==> src/rtl/pat_sched_pkg.sv <==
// rtl/pat_sched_pkg.sv - shared types and default sizes for the pattern evaluation scheduler
//
// Purpose: state encoding and default datapath sizing shared by pattern_eval_sched
//          and its tests.
// Ports:   none (package).
package pat_sched_pkg;

  localparam int PAT_IN_W   = 15;
  localparam int PAT_OUT_W  = 12;
  localparam int PAT_DP_LAT = 2;

  // Wait counter must hold the largest legal latency (15).
  localparam int PAT_CNT_W  = 4;

  localparam logic [1:0] S_IDLE = 2'd0;
  localparam logic [1:0] S_WAIT = 2'd1;
  localparam logic [1:0] S_RESP = 2'd2;

  typedef enum logic [1:0] {
    IDLE = S_IDLE,
    WAIT = S_WAIT,
    RESP = S_RESP
  } pat_state_e;

endpackage

==> src/rtl/pat_rr_arb2.sv <==
// rtl/pat_rr_arb2.sv - two-way round-robin grant
//
// Purpose: picks one of two requesters; on contention the one not granted
//          last wins.
// Ports:
//   valid0, valid1 : request lines
//   last_gnt       : id of the requester granted most recently
//   gnt[1:0]       : one-hot grant, bit N for requester N (zero when idle)
module pat_rr_arb2 (
  input  logic       valid0,
  input  logic       valid1,
  input  logic       last_gnt,
  output logic [1:0] gnt
);

  always_comb begin
    gnt = 2'b00;
    if (valid0 && valid1) begin
      gnt = last_gnt ? 2'b01 : 2'b10;
    end else if (valid0) begin
      gnt = 2'b01;
    end else if (valid1) begin
      gnt = 2'b10;
    end
  end

endmodule

==> src/rtl/pattern_eval_sched.sv <==
// rtl/pattern_eval_sched.sv - schedules two requesters onto one fixed-latency pattern datapath
//
// Purpose: accepts a vector from one of two requesters, drives it to the shared
//          datapath, captures the result DP_LAT cycles later and presents it
//          until the consumer takes it.
// Ports:
//   blif_clk_net, blif_reset_net : clock, async active-low reset
//   reqN_valid/reqN_data/reqN_ready : requester N handshake (ready is combinational)
//   dp_in / dp_out               : shared datapath input (registered) and result
//   rsp_valid/rsp_id/rsp_data/rsp_ready : response handshake
//   busy                         : FSM not idle
//   gnt_cnt0, gnt_cnt1           : per-requester accept counters, only with
//                                  PAT_SCHED_PERF_EN defined
module pattern_eval_sched
  import pat_sched_pkg::*;
#(
  parameter int IN_W   = PAT_IN_W,
  parameter int OUT_W  = PAT_OUT_W,
  parameter int DP_LAT = PAT_DP_LAT
) (
  input  logic             blif_clk_net,
  input  logic             blif_reset_net,
  input  logic             req0_valid,
  input  logic [IN_W-1:0]  req0_data,
  output logic             req0_ready,
  input  logic             req1_valid,
  input  logic [IN_W-1:0]  req1_data,
  output logic             req1_ready,
  output logic [IN_W-1:0]  dp_in,
  input  logic [OUT_W-1:0] dp_out,
  output logic             rsp_valid,
  output logic             rsp_id,
  output logic [OUT_W-1:0] rsp_data,
  input  logic             rsp_ready,
  output logic             busy
`ifdef PAT_SCHED_PERF_EN
  ,
  output logic [15:0]      gnt_cnt0,
  output logic [15:0]      gnt_cnt1
`endif
);

  logic [1:0]           state;
  logic [PAT_CNT_W-1:0] wait_cnt;
  logic                 last_gnt;
  logic [1:0]           gnt;
  logic                 in_idle;
  logic                 accept;

  pat_rr_arb2 u_arb (
    .valid0   (req0_valid),
    .valid1   (req1_valid),
    .last_gnt (last_gnt),
    .gnt      (gnt)
  );

  assign in_idle    = (state == S_IDLE);
  assign req0_ready = in_idle && gnt[0];
  assign req1_ready = in_idle && gnt[1];
  assign accept     = req0_ready || req1_ready;
  assign rsp_valid  = (state == S_RESP);
  assign busy       = !in_idle;

  always_ff @(posedge blif_clk_net or negedge blif_reset_net) begin
    if (!blif_reset_net) begin
      state    <= S_IDLE;
      dp_in    <= '0;
      rsp_data <= '0;
      rsp_id   <= 1'b0;
      wait_cnt <= '0;
      last_gnt <= 1'b1;
    end else begin
      case (state)
        S_IDLE: begin
          if (accept) begin
            dp_in    <= gnt[1] ? req1_data : req0_data;
            rsp_id   <= gnt[1];
            last_gnt <= gnt[1];
            wait_cnt <= PAT_CNT_W'(DP_LAT);
            state    <= S_WAIT;
          end
        end
        S_WAIT: begin
          wait_cnt <= wait_cnt - 1'b1;
          // dp_in has been stable for DP_LAT cycles when the count reaches 1.
          if (wait_cnt == PAT_CNT_W'(1)) begin
            rsp_data <= dp_out;
            state    <= S_RESP;
          end
        end
        S_RESP: begin
          if (rsp_ready) begin
            state <= S_IDLE;
          end
        end
        default: state <= S_IDLE;
      endcase
    end
  end

`ifdef PAT_SCHED_PERF_EN
  always_ff @(posedge blif_clk_net or negedge blif_reset_net) begin
    if (!blif_reset_net) begin
      gnt_cnt0 <= 16'd0;
      gnt_cnt1 <= 16'd0;
    end else begin
      if (req0_ready) gnt_cnt0 <= gnt_cnt0 + 16'd1;
      if (req1_ready) gnt_cnt1 <= gnt_cnt1 + 16'd1;
    end
  end
`endif

endmodule

==> config.mk <==
export PLATFORM = sky130hd
export DESIGN_NAME = pattern_eval_sched
export DESIGN_NICKNAME = d
export VERILOG_FILES = /design/src/rtl/pat_sched_pkg.sv /design/src/rtl/pat_rr_arb2.sv /design/src/rtl/pattern_eval_sched.sv
export SDC_FILE = /design/constraint.sdc
export NUM_CORES = 1
export LEC_CHECK = 0
export CAP_MARGIN = 20
export CORE_ASPECT_RATIO = 2
export CORE_MARGIN = 2
export CORE_UTILIZATION = 45
export CTS_BUF_LIST = sky130_fd_sc_hd__clkbuf_2 sky130_fd_sc_hd__clkbuf_4 sky130_fd_sc_hd__clkbuf_8
export CTS_CLUSTER_DIAMETER = 150
export DETAILED_ROUTE_END_ITERATION = 8
export PLACE_DENSITY = 0.87
export SYNTH_ARGS = -nofsm -noshare
export SYNTH_HDL_FRONTEND = slang
export SYNTH_SLANG_ARGS = --single-unit
==> constraint.sdc <==
create_clock -name blif_clk_net -period 3.56 [get_ports blif_clk_net]
set_input_delay 0.534 -clock blif_clk_net [delete_from_list [all_inputs] [get_ports blif_clk_net]]
set_output_delay 0.534 -clock blif_clk_net [all_outputs]
set_load 0.01 [all_outputs]
; Word-level counts from Yosys, hierarchy flattened
; Index checks and enable logic that the tools add are counted.
[totals]
ff_bits = 35
inputBits = 47
out_inout_bits = 32
elab_cells = 35
[op_classes]
addsub = 1
n_eq_ne = 6
muxes = 11
reduce_logical = 11
[ops]
columns = operator, count
row1 = two-way mux 15 bit, 1
row2 = two-way mux 2 bit, 7
row3 = case mux 4 bit (2 select lines), 1
row4 = case mux 2 bit (3 select lines), 1
row5 = AND reduction 2 bit, 3
row6 = "== test 4 x 1 -> 1 bit, second input constant", 1
row7 = two-way mux 4 bit, 1
row8 = "!= test 2 x 1 -> 1 bit, second input constant", 2
row9 = "subtractor 4 x 1 -> 4 bit, second input constant", 1
row10 = logical AND 1 bit, 3
row11 = AND reduction 3 bit, 1
row12 = "== test 2 x 1 -> 1 bit, second input constant", 1
row13 = "== test 2 bit, second input constant", 1
row14 = logical NOT 2 bit, 1
row15 = "!= test 2 bit, second input constant", 1
row16 = nonzero test 2 bit, 1
row17 = logical NOT 1 bit, 1
row18 = logical OR 1 bit, 1

; Longest topological paths before layout
; Gate-level depths: netlist of run 1.
[depth]
depth_word = 7
mapped_depth = 6
depth_no_buf = 5

; Hierarchy
; From an unflattened synthesis of run 1, not the netlist that was laid out.
[unflattened]
cells_unflattened = 117
area_unflattened_um2 = 1634.1
[by_module_without_submodules]
columns = module, n_inst, cells_each, area_per_inst_um2, seq_area_each_um2
row1 = pattern_eval_sched, 1, 114, 1615.3, 877.1
row2 = pat_rr_arb2, 1, 3, 18.8, 0.0

; Least setup slack after synthesis of run 1
; OpenSTA, ideal clock, no wires.
[synth_path]
kind = input-to-output
start = input port req1_valid
end = output port req1_ready
arrival_time_ns = 1.148
t_required_ns = 3.026
setup_slack_ns = 1.878
cell_stages = 3
n_path_buf = 1
cell_sequence = a21boi_4 -> buf_8 -> and2_2
[synth_via]
elab_chain_len = 4
word_cells_on_any_way = 5
classes_between = mux (3) / reduce/logical (2)
[synth_lines]
columns = element, line_no
row1 = "start, declared", pattern_eval_sched.sv:26  ; input logic req1_valid,
row2 = two-way mux 2 bit, pat_rr_arb2.sv:22  ; end else if (valid1) begin
row3 = two-way mux 2 bit, pat_rr_arb2.sv:20  ; end else if (valid0) begin
row4 = two-way mux 2 bit (*), pat_rr_arb2.sv:18  ; if (valid0 && valid1) begin
row5 = logical AND 1 bit (*), pattern_eval_sched.sv:59  ; assign req1_ready = in_idle && gnt[1];
row6 = "end, declared", pattern_eval_sched.sv:28  ; output logic req1_ready,
; Every way passes the cells marked *; elsewhere a longest branch is shown, timed or not.

; Final worst setup path of run 1
; Same ends and word-level chain as after synthesis.

==> results_dict.tcl, run 1 <==
set metrics [dict create \
    outcome "finished, final reports clean" \
    drive_above_1_share_pct 30.00 \
    fin_tns_setup_ps 0 \
    clock_path_buffers 2 \
    vias 1231 \
    worstPathArrival_ps 1930 \
    max_slew_margin_pct 45.26 \
    rsz0062_at_grt "no" \
    min_path_type "register to register" \
    hold_violations 0 \
    clk_latency_ps 280 \
    cts_buffers 5 \
    dieArea_um2 4209 \
    power.switching_mw 0.6316 \
    synth_fp_nets 164 \
    routed_wl_mm 3.853 \
    p_comb_share_pct 48.9 \
    die_w_um 46.89 \
    syn_inst 115 \
    p_sw_share_pct 30.70 \
    cpMostUsedCell "clkdlybuf4s50_1" \
    fin_crit_ps 2469 \
    post_synth_num_cell_types 28 \
    fp.dieH_um 89.77 \
    worst-path-max-fanout 3 \
    port-buffer-count 78 \
    worst_slack_ps 1091 \
    synth_seq_cells 35 \
    hold_depth 1 \
    netlist_area_um2 1655 \
    r2r_cells 4 \
    power.total_mw 2.057 \
    detail-route-antenna-nets 0 \
    drv_cap 0 \
    cp.required_ps 3030 \
    drt_iter0_drc 13 \
    crit_type "input port to output pin" \
    yosysWarningCount 0 \
    antenna_found_initial 0 \
    grt_max_degree 36 \
    drc 0 \
    syn-mean-instance-area_um2 14.39 \
    post_cts_buffers 0 \
    core_area_um2 3568 \
    first_pass_iters 2 \
    synthFlopType "dfrtp_1" \
    rr_endpoint "dp_in[6]" \
    regToRegStartpoint "state[0]" \
    p_leak_nw 1.114 \
    crit_family "buffers and inverters" \
    setup_violations 0 \
    hold_buffers 0 \
    num_antenna_cells 0 \
    cts_root_buf "clkbuf_8" \
    r2r_slack_ps 1840 \
    seq_area_frac_synth_pct 52.99 \
    hpwl_mm 3.077 \
    fmax_mhz 405.1 \
    power_frac_clock_pct 15.3 \
    n_fill_cell 257 \
    syn_to_final_growth_pct 56.24 \
    place.gp.congestion 0.7054 \
    ios 79 \
    finClkSkew_ps 4.005 \
    fin_util_pct 72.48 \
    grt_pass1_wl_mm 6.506 \
    grt.total_usage_pct 21.40 \
    wl_per_cell_um 15.47 \
    rows 31 \
    synth_edf_count 0 \
    power.internal_mw 1.426 \
    cts_tree "built" \
    grt_pass1_vias 1386 \
    post_cts_resized 0 \
    cts_sinks 35 \
    finalNetCount 248 \
    cts_htree_levels 2 \
    critPathCaptureType "output pin" \
    path_buf_inv 2 \
    seqPwrFrac_pct 35.7 \
    startpoint_type "input port" \
    tightest_slew_ps 815.6 \
    ir_drop_mv 0.4987 \
    start_util_pct 46.39 \
    hp-start "rsp_id" \
    viasPerCell 4.944 \
    min_period_over_period_pct 69.35 \
    grt_overflow 0 \
    pre_cts_slack_ps 1052 \
    async_reset_ff_share_pct 100.0 \
    power_density_nw_per_um2 795.5 \
    path_cells "clkdlybuf4s50_1 -> a21boi_4 -> and2_2 -> clkdlybuf4s50_1" \
    worst_hold_path.endpoint "rsp_id" \
    cp_slowest_stage_delay_ps 530 \
    finalMaxSlewViolations 0 \
    critPathSlowestCell "clkdlybuf4s50_1" \
    clk_pin_slew_ps 70 \
]
==> cell type report <==
| class | count | area, µm² | share of cell area (%) |
|---|---|---|---|
| flip-flops and latches | 35 | 877.1 | 33.91 |
| multi-input cells | 72 | 725.7 | 28.06 |
| well taps | 49 | 61.31 | 2.371 |
| inverters | 4 | 15.01 | 0.5806 |
| repair buffers | 81 | 803.3 | 31.06 |
| clock buffers | 8 | 103.9 | 4.015 |
==> logic make-up (layout without fill, tap and decap cells) <==
kind of cell | after synthesis | in the layout | share of synthesized area, %
AND/OR/NAND/NOR | 16 | 16 | 5.972
AO/OA/AOI/OAI | 11 | 11 | 5.215
multiplexers | 42 | 42 | 30.61
flip-flops | 35 | 35 | 52.99
XOR/XNOR | 1 | 1 | 0.5292
adder cells (fa/ha/maj) | 2 | 2 | 1.511
buffers and inverters | 8 | 93 | 3.174
==> cell usage in the layout (no fill, tap or decap) <==
| cell | Yosys | layout |
|---|---|---|
| a21boi_4 | 1 | 1 |
| a21o_1 | 2 | 2 |
| buf_4 | 3 | 3 |
| clkbuf_4 | 0 | 1 |
| inv_1 | 4 | 4 |
| o21ai_0 | 3 | 2 |
| nand3b_1 | 1 | 1 |
| nor3b_2 | 1 | 1 |
| and2_1 | 1 | 1 |
| nand2_1 | 2 | 2 |
| nand2b_1 | 2 | 2 |
| a21oi_1 | 1 | 1 |
| dfstp_2 | 1 | 1 |
| and2b_2 | 1 | 1 |
| a22oi_1 | 1 | 1 |
| clkdlybuf4s50_1 | 0 | 78 |
| a31o_2 | 1 | 1 |
| mux2_2 | 33 | 33 |
| and2b_1 | 1 | 1 |
| nor2_1 | 4 | 4 |
| o21ai_1 | 0 | 1 |
| and2_2 | 1 | 1 |
| a22o_1 | 1 | 1 |
| ha_1 | 2 | 2 |
| nor2_2 | 1 | 1 |
| dfrtp_1 | 34 | 34 |
| mux2_4 | 9 | 9 |
| clkbuf_8 | 0 | 7 |
| o31ai_1 | 1 | 1 |
| xnor2_1 | 1 | 1 |
| or4_1 | 1 | 1 |
==> metrics by stage <==
stage | cells | hold WS, ps | area, µm²
2_1_floorplan | 115 | 238.4 | 1655
3_3_place_gp | 241 | 458.3 | 2482
3_5_place_dp | 241 | 489.9 | 2482
4_1_cts | 249 | 504.9 | 2586
5_1_grt | 249 | 523.4 | 2586
6_report | 249 | 500.9 | 2586
==> state kept, by name (all words and copies together) (netlist names) <==
| signal | cells |
|---|---|
| rsp_data | 12 |
| state | 2 |
| dp_in | 15 |
| rsp_id | 1 |
| wait_cnt | 4 |
| last_gnt | 1 |
==> worst max-delay path by stage <==
| stage | from | cells after the start | slack [ps] | end |
|---|---|---|---|---|
| after floorplan | req1_valid | 3 | 1880 | req1_ready |
| after global placement | req0_valid | 4 | 1100 | dp_in[3] |
| after detailed placement | req0_valid | 4 | 1050 | dp_in[3] |
| after CTS | req1_valid | 4 | 1090 | req1_ready |
| after global routing | req0_valid | 4 | 1050 | req1_ready |
| final | req1_valid | 4 | 1090 | req1_ready |
==> routing by layer <==
layer	wire [µm]	global-route usage (%)	part of all wire [%]	vias up
met3	160	5.221	4.2	12
li1	-	-	-	568
met1	1242	22.93	32	606
met5	0	0	0	-
met2	2301	36.07	60	45
met4	148	10.88	3.8	0
==> Yosys cell counts, drive strengths merged, types with 2 or more instances <==
cell	n	area share, %
a21o	2	0.91
inv	4	0.91
ha	2	1.5
dfrtp	34	51
nand2	2	0.45
and2b	2	0.98
o21ai	3	0.91
and2	2	0.83
nor2	5	1.3
buf	4	2.3
nand2b	2	0.76
mux2	42	31
==> power groups by stage <==
stage	Combinational, mW	Sequential (mW)	Clock [mW]
after floorplan	0.450	0.799	0
after global placement	0.982	0.725	0
after detailed placement	1.01	0.741	0
after CTS	1.02	0.738	0.323
after global routing	1.08	0.767	0.340
final	1.01	0.735	0.315
(Power assumes the default switching activity.)
==> run 2: changes to the inputs <==
- CORE_UTILIZATION: 45 -> 38
- PLACE_DENSITY: 0.87 -> 0.78
- clock period: 3.56 -> 2.1 ns (I/O delays scaled with it)
==> run 2 against run 1 <==
- non-clock buffer count up 1
- critical path type unchanged
- largest cell class unchanged
- cell area grew 1.8%
- flip-flop and latch count unchanged
- cell count up 2.4%
- die area is 17% higher
==> results_dict.tcl, run 2 (synthesis results as in run 1) <==
set metrics [dict create \
    cts_sinks 35 \
    hold_buffers 0 \
    cts_buffers 5 \
    clk_pin_slew_ps 70 \
    min_period_over_period_pct 94.59 \
    largest_reg_flops 15 \
    r2r_cells 5 \
    startpoint_type "input port" \
    drc 0 \
    fin_hold_ws_ps 97.53 \
    regToRegStartpoint "wait_cnt[1]" \
    worst_slack_ps 113.7 \
    core_area_um2 4254 \
    min_path_type "input port to asynchronous set/reset pin" \
    cts_tree "built" \
    port-buffer-count 78 \
    dieArea_um2 4932 \
    rr_endpoint "rsp_data[6]" \
    grt_pass1_vias 1339 \
    power.total_mw 3.579 \
    wl_per_cell_um 12.80 \
    viasPerCell 4.765 \
    max_slew_margin_pct 50.04 \
    outcome "finished, final reports clean" \
    die_w_um 50.67 \
    fmax_mhz 503.4 \
    rsz0062_at_grt "no" \
    clk_latency_ps 280 \
    cp.required_ps 1780 \
    vias 1215 \
    place.gp.congestion 0.7431 \
    cts_htree_levels 2 \
    power_density_nw_per_um2 1359 \
    fp.dieH_um 97.34 \
    critPathLaunch "req0_valid" \
    fin_tns_setup_ps 0 \
    finClkSkew_ps 5.453 \
    start_util_pct 38.91 \
    worstSetupEndpoint "req0_ready" \
    ios 79 \
    grt_overflow 0 \
    grt.total_usage_pct 14.91 \
    layout.cells.non_filler 255 \
    detail-route-antenna-nets 0 \
    setup_violations 0 \
    p_leak_nw 1.149 \
    dp.cells 246 \
    finalNetCount 249 \
    layout_commonest_cell "clkdlybuf4s50_1" \
    drive_above_1_share_pct 31.34 \
    grt_pass1_wl_mm 5.630 \
    regMostFlops "dp_in" \
    final_cell_mix "clkdlybuf4s50_1 (76), dfrtp_1 (34), mux2_2 (33)" \
    worst-path-max-fanout 3 \
    hold_violations 0 \
    antenna_found_initial 0 \
    cts_root_buf "clkbuf_8" \
    hpwl_mm 2.529 \
    worstPathArrival_ps 1670 \
    syn_to_final_growth_pct 59.03 \
    num_antenna_cells 0 \
    drv_cap 0 \
    r2r_slack_ps 400 \
    reg_top3 "dp_in: 15 flops, rsp_data: 12 flops, wait_cnt: 4 flops" \
    grt_max_degree 36 \
    pre_cts_slack_ps 24.20 \
    routed_wl_mm 3.264 \
    first_pass_iters 3 \
    drt_iter0_drc 12 \
    clock_path_buffers 2 \
    fin_crit_ps 1986 \
    tightest_slew_ps 749.4 \
    crit_type "input port to output pin" \
    rows 34 \
    finalMaxSlewViolations 0 \
    critPathCaptureType "output pin" \
    ir_drop_mv 0.8776 \
]
## run 2: report_power, final
group / switching [mW] / internal (mW) / total [mW]
registers: 0.206 / 1.03 / 1.23
clock network: 0.230 / 0.384 / 0.613
logic: 0.625 / 1.11 / 1.73
total: 1.06 / 2.52 / 3.58
## run 2: worst min path at each step
stage              startpoint       end  slack [ps]
2_1_floorplan  blif_reset_net  dp_in[0]          20
3_3_place_gp   blif_reset_net  dp_in[3]         440
3_5_place_dp   blif_reset_net  dp_in[3]         430
4_1_cts        blif_reset_net  dp_in[2]         120
5_1_grt        blif_reset_net  dp_in[7]         150
6_report       blif_reset_net  dp_in[2]         100
## run 2: area by class of cell
type	instances	area [µm²]
repair buffers	82	820.8
clock buffers	6	82.58
flip-flops and latches	35	877.1
clock inverters	2	35.03
multi-input cells	72	734.5
inverters	4	15.01
fillers	361	1622
well taps	54	67.56
## run 2: layer usage
layer	track usage, %	vias up	share of wire (%)
li1	-	572	-
met1	15.07	578	37
met2	24.70	59	47
met5	0	-	0
met4	6.861	0	2.1
met3	7.692	6	13
## run 2: critical path: stages
cell and delay (ps):
clkdlybuf4s50_1 580, nand2_1 120, nor2_1 110, clkdlybuf4s50_1 540
## run 2: repair_timing
item | 4_1_cts | 5_1_grt
setup endpoints to repair | 0 | 2
setup buffers | 0 | 1
resized for setup | 0 | 2
## run 2: stage by stage
stage               area [µm²]  utilization [%]
global route              2633            61.88
CTS                       2618            61.53
finish                    2633            61.88
detailed placement        2500            58.76
floorplan                 1655                -
global placement          2500            58.76
